File: src/rtl/vliw_fetch_if.sv
// vliw_fetch_if: in-order instruction memory request/response bus.
// master = fetch unit, slave = instruction memory.
interface vliw_fetch_if #(
    parameter int unsigned SLOTS = 4
);
    logic                  imem_req;
    logic [31:0]           imem_addr;
    logic                  imem_ready;
    logic                  imem_rvalid;
    logic [SLOTS*32-1:0]   imem_rdata;

    modport master (
        output imem_req,
        output imem_addr,
        input  imem_ready,
        input  imem_rvalid,
        input  imem_rdata
    );

    modport slave (
        input  imem_req,
        input  imem_addr,
        output imem_ready,
        output imem_rvalid,
        output imem_rdata
    );
endinterface

File: src/rtl/vliw_fetch.sv
// vliw_fetch: bundle fetch front end with redirect squash and bundle queue.
// Define FETCH_PERF_EN to add the perf_bundles/perf_squashed/perf_starve counters.
module vliw_fetch #(
    parameter int unsigned SLOTS     = 4,
    parameter int unsigned BUF_DEPTH = 4,
    parameter logic [31:0] RESET_PC  = 32'h0000_0000,
    parameter logic [31:0] NOP_INST  = 32'h0000_0000
) (
    input  logic                clk,
    input  logic                rst,
    input  logic                stall,
    input  logic                branch_taken,
    input  logic [31:0]         new_pc,
    vliw_fetch_if.master        imem,
    output logic [SLOTS*32-1:0] inst,
    output logic [31:0]         inst_pc,
    output logic                inst_valid
`ifdef FETCH_PERF_EN
    ,
    output logic [31:0]         perf_bundles,
    output logic [31:0]         perf_squashed,
    output logic [31:0]         perf_starve
`endif
);
    typedef enum logic [1:0] {BOOT, FETCH, DRAIN} state_t;

    localparam int unsigned CW = $clog2(BUF_DEPTH + 1);
    localparam int unsigned PW = $clog2(BUF_DEPTH);
    localparam logic [31:0] STEP = 32'(SLOTS * 4);
    localparam logic [31:0] AMASK = ~(STEP - 32'd1);
    localparam logic [PW-1:0] P1 = PW'(1);
    localparam logic [CW:0] DEPTH_C = BUF_DEPTH[CW:0];
    localparam logic [SLOTS*32-1:0] NOP_BUNDLE = {SLOTS{NOP_INST}};

    state_t              state;
    logic [31:0]         pc;
    logic [CW-1:0]       q_cnt;
    logic [CW-1:0]       outstanding;
    logic [CW-1:0]       drop_cnt;
    logic [CW-1:0]       drop_next;
    logic [PW-1:0]       q_rd, q_wr, t_rd, t_wr;
    logic [SLOTS*32-1:0] q_data [BUF_DEPTH];
    logic [31:0]         q_pc   [BUF_DEPTH];
    logic [31:0]         t_pc   [BUF_DEPTH];
    logic [CW:0]         occ;
    logic                req, xfer, resp, drop, push, pop;

    always_comb begin
        occ  = {1'b0, q_cnt} + {1'b0, outstanding};
        req  = (state != BOOT) && !branch_taken && (occ < DEPTH_C);
        xfer = req && imem.imem_ready;
        resp = imem.imem_rvalid && (outstanding != '0);
        drop = resp && (drop_cnt != '0);
        push = resp && !drop && !branch_taken;
        pop  = !branch_taken && !stall && (q_cnt != '0);
        // a redirect dooms everything in flight except a response landing now
        drop_next = branch_taken ? outstanding - CW'(resp)
                                 : drop_cnt - CW'(drop);
    end

    assign imem.imem_req  = req;
    assign imem.imem_addr = pc;

    always_ff @(posedge clk) begin
        if (push) begin
            q_data[q_wr] <= imem.imem_rdata;
            q_pc[q_wr]   <= t_pc[t_rd];
        end
        if (xfer) t_pc[t_wr] <= pc;
    end

    always_ff @(posedge clk) begin
        if (!rst) begin
            state       <= BOOT;
            pc          <= RESET_PC;
            q_cnt       <= '0;
            outstanding <= '0;
            drop_cnt    <= '0;
            q_rd        <= '0;
            q_wr        <= '0;
            t_rd        <= '0;
            t_wr        <= '0;
            inst        <= NOP_BUNDLE;
            inst_pc     <= '0;
            inst_valid  <= 1'b0;
        end else begin
            outstanding <= outstanding + CW'(xfer) - CW'(resp);
            drop_cnt    <= drop_next;
            if (xfer) pc <= pc + STEP;

            unique case (state)
                BOOT:  state <= FETCH;
                FETCH: if (branch_taken && drop_next != '0) state <= DRAIN;
                DRAIN: if (!branch_taken && drop_next == '0) state <= FETCH;
                default: state <= BOOT;
            endcase

            if (branch_taken) begin
                pc         <= new_pc & AMASK;
                q_cnt      <= '0;
                q_rd       <= '0;
                q_wr       <= '0;
                t_rd       <= '0;
                t_wr       <= '0;
                inst       <= NOP_BUNDLE;
                inst_valid <= 1'b0;
            end else begin
                if (xfer) t_wr <= t_wr + P1;
                if (push) begin
                    q_wr <= q_wr + P1;
                    t_rd <= t_rd + P1;
                end
                if (pop) q_rd <= q_rd + P1;
                q_cnt <= q_cnt + CW'(push) - CW'(pop);
                if (!stall) begin
                    if (q_cnt != '0) begin
                        inst       <= q_data[q_rd];
                        inst_pc    <= q_pc[q_rd];
                        inst_valid <= 1'b1;
                    end else begin
                        inst       <= NOP_BUNDLE;
                        inst_valid <= 1'b0;
                    end
                end
            end
        end
    end

`ifdef FETCH_PERF_EN
    logic [31:0] squash_now;

    always_comb begin
        squash_now = 32'(drop || (resp && branch_taken));
        if (branch_taken) squash_now = squash_now + 32'(q_cnt) + 32'(inst_valid);
    end

    always_ff @(posedge clk) begin
        if (!rst) begin
            perf_bundles  <= '0;
            perf_squashed <= '0;
            perf_starve   <= '0;
        end else begin
            perf_bundles  <= perf_bundles + 32'(pop);
            perf_squashed <= perf_squashed + squash_now;
            if (state != BOOT && !stall && q_cnt == '0)
                perf_starve <= perf_starve + 32'd1;
        end
    end
`endif
endmodule
File: src/flat_wrapper.sv
// flat-port wrapper written by rule: the top's interface ports become plain ports
module vliw_fetch_flat 
#(
    parameter int unsigned SLOTS     = 4,
    parameter int unsigned BUF_DEPTH = 4,
    parameter logic [31:0] RESET_PC  = 32'h0000_0000,
    parameter logic [31:0] NOP_INST  = 32'h0000_0000
)
  (clk, rst, stall, branch_taken, new_pc, inst, inst_pc, inst_valid, imem_imem_req, imem_imem_addr, imem_imem_ready, imem_imem_rvalid, imem_imem_rdata);
  vliw_fetch_if #(.SLOTS(SLOTS)) imem_i ();
  input  logic clk;
  input  logic rst;
  input  logic stall;
  input  logic branch_taken;
  input  logic [31:0] new_pc;
  output logic [SLOTS*32-1:0] inst;
  output logic [31:0] inst_pc;
  output logic inst_valid;
  output wire logic [$bits(imem_i.imem_req)-1:0] imem_imem_req;
  output wire logic [$bits(imem_i.imem_addr)-1:0] imem_imem_addr;
  input wire logic [$bits(imem_i.imem_ready)-1:0] imem_imem_ready;
  input wire logic [$bits(imem_i.imem_rvalid)-1:0] imem_imem_rvalid;
  input wire logic [$bits(imem_i.imem_rdata)-1:0] imem_imem_rdata;
  assign imem_imem_req = imem_i.imem_req;
  assign imem_imem_addr = imem_i.imem_addr;
  assign imem_i.imem_ready = imem_imem_ready;
  assign imem_i.imem_rvalid = imem_imem_rvalid;
  assign imem_i.imem_rdata = imem_imem_rdata;
  vliw_fetch #(.SLOTS(SLOTS), .BUF_DEPTH(BUF_DEPTH), .RESET_PC(RESET_PC), .NOP_INST(NOP_INST)) u_core (.clk(clk), .rst(rst), .stall(stall), .branch_taken(branch_taken), .new_pc(new_pc), .imem(imem_i), .inst(inst), .inst_pc(inst_pc), .inst_valid(inst_valid));
endmodule
File: config.mk
export PLATFORM = sky130hd
export DESIGN_NAME = vliw_fetch_flat
export DESIGN_NICKNAME = d
export VERILOG_FILES = /design/src/rtl/vliw_fetch_if.sv /design/src/rtl/vliw_fetch.sv /design/src/flat_wrapper.sv
export SDC_FILE = /design/constraint.sdc
export NUM_CORES = 1
export LEC_CHECK = 0
export BUFFER_PORTS_ARGS = -buffer_cell sky130_fd_sc_hd__buf_2
export CAP_MARGIN = 20
export CORE_UTILIZATION = 58
export DETAILED_ROUTE_END_ITERATION = 6
export PLACE_DENSITY = 0.79
export SLEW_MARGIN = 20
export SYNTH_ARGS = -nofsm -noshare
export SYNTH_HDL_FRONTEND = slang
export SYNTH_SLANG_ARGS = --single-unit
File: constraint.sdc
create_clock -name clk -period 6.29 [get_ports clk]
set_clock_uncertainty 0.1 [all_clocks]
set_input_delay 0.629 -clock clk [delete_from_list [all_inputs] [get_ports clk]]
set_output_delay 0.629 -clock clk [all_outputs]
set_load 0.05 [all_outputs]
==> flow_metrics.py <==
metrics = {
    "die": {
        "floorplan.rows": 89,
        "die_h_um": 246,
        "coreArea_um2": 58900,
        "initial_core_util_pct": 58.5,
        "die_x_um": 246,
        "io_pins": 360,
        "fp.dieArea_um2": 60400,
    },
    "cts": {
        "cts.repair.resized": 0,
        "cts_buffers": 94,
        "ctsHoldBuffers": 0,
        "path_clk_slew_ps": 60,
        "clockBufferDepth": 3,
        "clk_latency_ps": 640,
        "cts_max_level": 3,
        "cts_tree": "built",
        "cts-root-buf": "clkbuf_16",
        "cts_setup_buffers": 0,
        "cts_sinks": 944,
    },
    "synth": {
        "ys_ff_latch": 944,
        "ys_types": 52,
        "synth_seq_area_share_pct": 76.2,
        "synth_area_um2": 34500,
        "yosys_warnings": 0,
        "yosys.area_share.simple_pct": 4.14,
        "synth-async-reset-ratio_pct": 0,
        "synth-adder-area-share_pct": 0.806,
        "syn_inst": 1866,
        "synth-edff-count": 736,
        "synth_top_family_by_area": "multiplexers",
        "syn_avg_cell_area_um2": 18.5,
        "synth_compound_area_share_pct": 4.68,
        "synth.area.mux_share_pct": 12.1,
        "synth_ff_type": "edfxtp_1",
        "synth_xor_area_share_pct": 0.406,
    },
    "worst_setup_path": {
        "crit_slowest_cell": "clkinv_1",
        "rrSetupSlack_ps": 3070,
        "r2r_cells": 4,
        "end_kind": "flip-flop",
        "path_cells": "buf_2 -> clkinv_1 -> nand2_1 -> inv_1 -> buf_4 -> ha_1 -> inv_1 -> ha_1 -> fa_1 -> xnor2_1 -> nor2_1",
        "path_buf_inv": 5,
        "required_ps": 6690,
        "start_kind": "primary input",
        "worstSetupPathType": "in -> reg",
        "slowest_delay_ps": 730,
        "crit_arrival_ps": 3680,
        "path_delay_family": "buffers and inverters",
        "cp_num_cells": 11,
        "r2r-end": "u_core.q_pc[2][17]$_DFFE_PP_",
        "r2r-start": "u_core.drop_cnt[0]$_SDFF_PN0_",
        "critPathMaxFanout": 36,
    },
    "global_routing": {
        "antenna_found_initial": 17,
        "grt_pass1_wl_mm": 108,
        "grt_max_degree": 125,
        "grt_pass1_vias": 18989,
        "grt-ovfl-total": 0,
        "grt_util_all_layers_pct": 23.7,
    },
    "place": {
        "gp_congestion": 0.838,
        "portBuffers": 347,
        "dp_worst_setup_slack_ps": 2400,
        "dp_hpwl_mm": 40.7,
    },
    "timing": {
        "period_share_pct": 52.2,
        "maxSlewHeadroom_pct": 24.5,
        "final.setup.worst_slack_ps": 3010,
        "setup_tns_ps": 0,
        "rsz0062_at_grt": "no",
        "drv_slew": 0,
        "final-hold-violation-count": 0,
        "worst_slew_pin_slew_ps": 1130,
        "timing.fmax_mhz": 305,
        "setup_viol": 0,
        "fin_crit_ps": 3280,
    },
    "finish": {
        "mostFrequentLayoutCells": "edfxtp_1 (736), buf_2 (346), dfxtp_1 (203)",
        "syn_to_final_growth_pct": 16.5,
        "nets": 2410,
        "layout.cells.most_common": "edfxtp_1",
        "drive_gt1_share_pct": 30.9,
        "fill_cells": 3619,
    },
    "routing": {
        "wl_mm": 71.7,
        "vias": 18409,
        "drc_errors": 0,
        "ant_nets": 0,
        "wire_per_inst_um": 23.2,
        "routed_via_density": 5.96,
        "drtIter0Drc": 1433,
        "dr.pass1.iters": 5,
    },
    "hold_path": {
        "holdPathStages": 1,
        "hold_class": "in -> reg",
        "hp-start": "imem_imem_rdata[105]",
        "min_to": "u_core.q_data[3][105]$_DFFE_PP_",
    },
    "status": {
        "run_status": "completed",
    },
    "power_and_ir_drop": {
        "p_per_area_nw_per_um2": 333,
        "peakVddDrop_uv": 305,
        "p_leak_nw": 13.5,
    },
    "flow_run": {
        "cap_violations": 0,
    },
}
[power by group]
| group | total [W] | switching [W] | leakage, nW | internal (W) |
|---|---|---|---|---|
| Clock | 0.00560 | 0.00226 | 1.52 | 0.00334 |
| Combinational | 0.000736 | 0.000463 | 3.68 | 0.000273 |
| Sequential | 0.00702 | 0.0000939 | 8.34 | 0.00693 |
| Total | 0.0134 | 0.00282 | 13.5 | 0.0105 |
[per-stage QoR]
stage               util [%]  std cells  power [W]  hold WS [ps]  cell area [µm²]
global placement        62.8       2899    0.00784           342            37000
CTS                     68.1       3073     0.0135          66.3            40100
global route            68.2       3080     0.0138          86.6            40200
detailed placement      62.8       2899    0.00789           345            37000
finish                  68.2       3087     0.0134           101            40200
floorplan                  -       1873    0.00765           369            34500
[worst max path at each step]
stage,start,to,slack (ps)
floorplan,branch_taken,u_core.q_data[1][0]$_DFFE_PP_,830
global placement,branch_taken,u_core.q_cnt[2]$_SDFF_PP0_,2430
detailed placement,branch_taken,u_core.q_cnt[2]$_SDFF_PP0_,2400
CTS,branch_taken,u_core.q_cnt[2]$_SDFF_PP0_,3050
global route,branch_taken,u_core.q_cnt[2]$_SDFF_PP0_,2820
finish,branch_taken,u_core.q_cnt[2]$_SDFF_PP0_,3010
[layer usage]
layer	wire (µm)	up-vias	track usage (%)
met5	104	-	0
met4	1850	16	8.62
met3	5620	131	4.97
met2	36900	769	40.6
met1	27100	9361	30.0
li1	-	8132	-
[cell usage after synthesis, drive strengths merged (2+ instances only)]
| library cell | instances | area [µm²] |
|---|---|---|
| edfxtp | 736 | 22100 |
| dfxtp | 208 | 4160 |
| mux4 | 184 | 4140 |
| nor2 | 162 | 608 |
| a22oi | 128 | 961 |
| nand2 | 86 | 323 |
| clkbuf | 76 | 285 |
| a21oi | 53 | 265 |
| buf | 40 | 225 |
| inv | 22 | 82.6 |
| nand3 | 21 | 110 |
| ha | 19 | 238 |
| o21ai | 16 | 80.1 |
| and2 | 12 | 75.1 |
| and3 | 10 | 62.6 |
| nand4 | 10 | 68.8 |
| xnor2 | 10 | 87.6 |
| a31oi | 8 | 50.1 |
| nor3 | 6 | 35.0 |
| o211ai | 6 | 45.0 |
| xor2 | 6 | 52.6 |
| a32oi | 5 | 43.8 |
| nor4 | 5 | 46.3 |
| o21a | 5 | 37.5 |
| or3 | 4 | 25.0 |
| nor2b | 3 | 18.8 |
| a211oi | 2 | 15.0 |
| a2bb2oi | 2 | 17.5 |
| a41oi | 2 | 17.5 |
| and4 | 2 | 17.5 |
| fa | 2 | 40.0 |
| o311a | 2 | 20.0 |
| o31ai | 2 | 15.0 |
[flip-flops by register name, summed over array words and instances (netlist names), 3 cells and up, named ones only]
register / cells
u_core.drop_cnt: 3
u_core.inst_pc: 28
u_core.q_data: 512
u_core.q_pc: 112
u_core.t_pc: 112
u_core.outstanding: 3
u_core.imem.imem_addr: 28
u_core.inst: 128
u_core.q_cnt: 3
[logic make-up (layout without fill, tap and decap cells)]
logic type	count (synthesis)	in the layout
and+or+nand+nor	324	324
buffers and inverters	139	567
adders and majority gates	21	21
AOI/OAI and AO/OA	236	236
other	1	21
muxes	185	185
DFF	944	944
xor gates and xnor gates	16	16
[cell type report]
type                            instances  area [µm²]  share of cell area [%]
Sequential cell                       944       26300                    65.4
Multi-Input combinational cell        790        7680                    19.1
Clock buffer                          133        2640                    6.57
Timing Repair Buffer                  370        2010                    4.99
Tap cell                              773         967                    2.41
Clock inverter                         41         498                    1.24
Inverter                               23        86.3                   0.215
Antenna cell                           13        32.5                  0.0810
(Power assumes the default switching activity.)
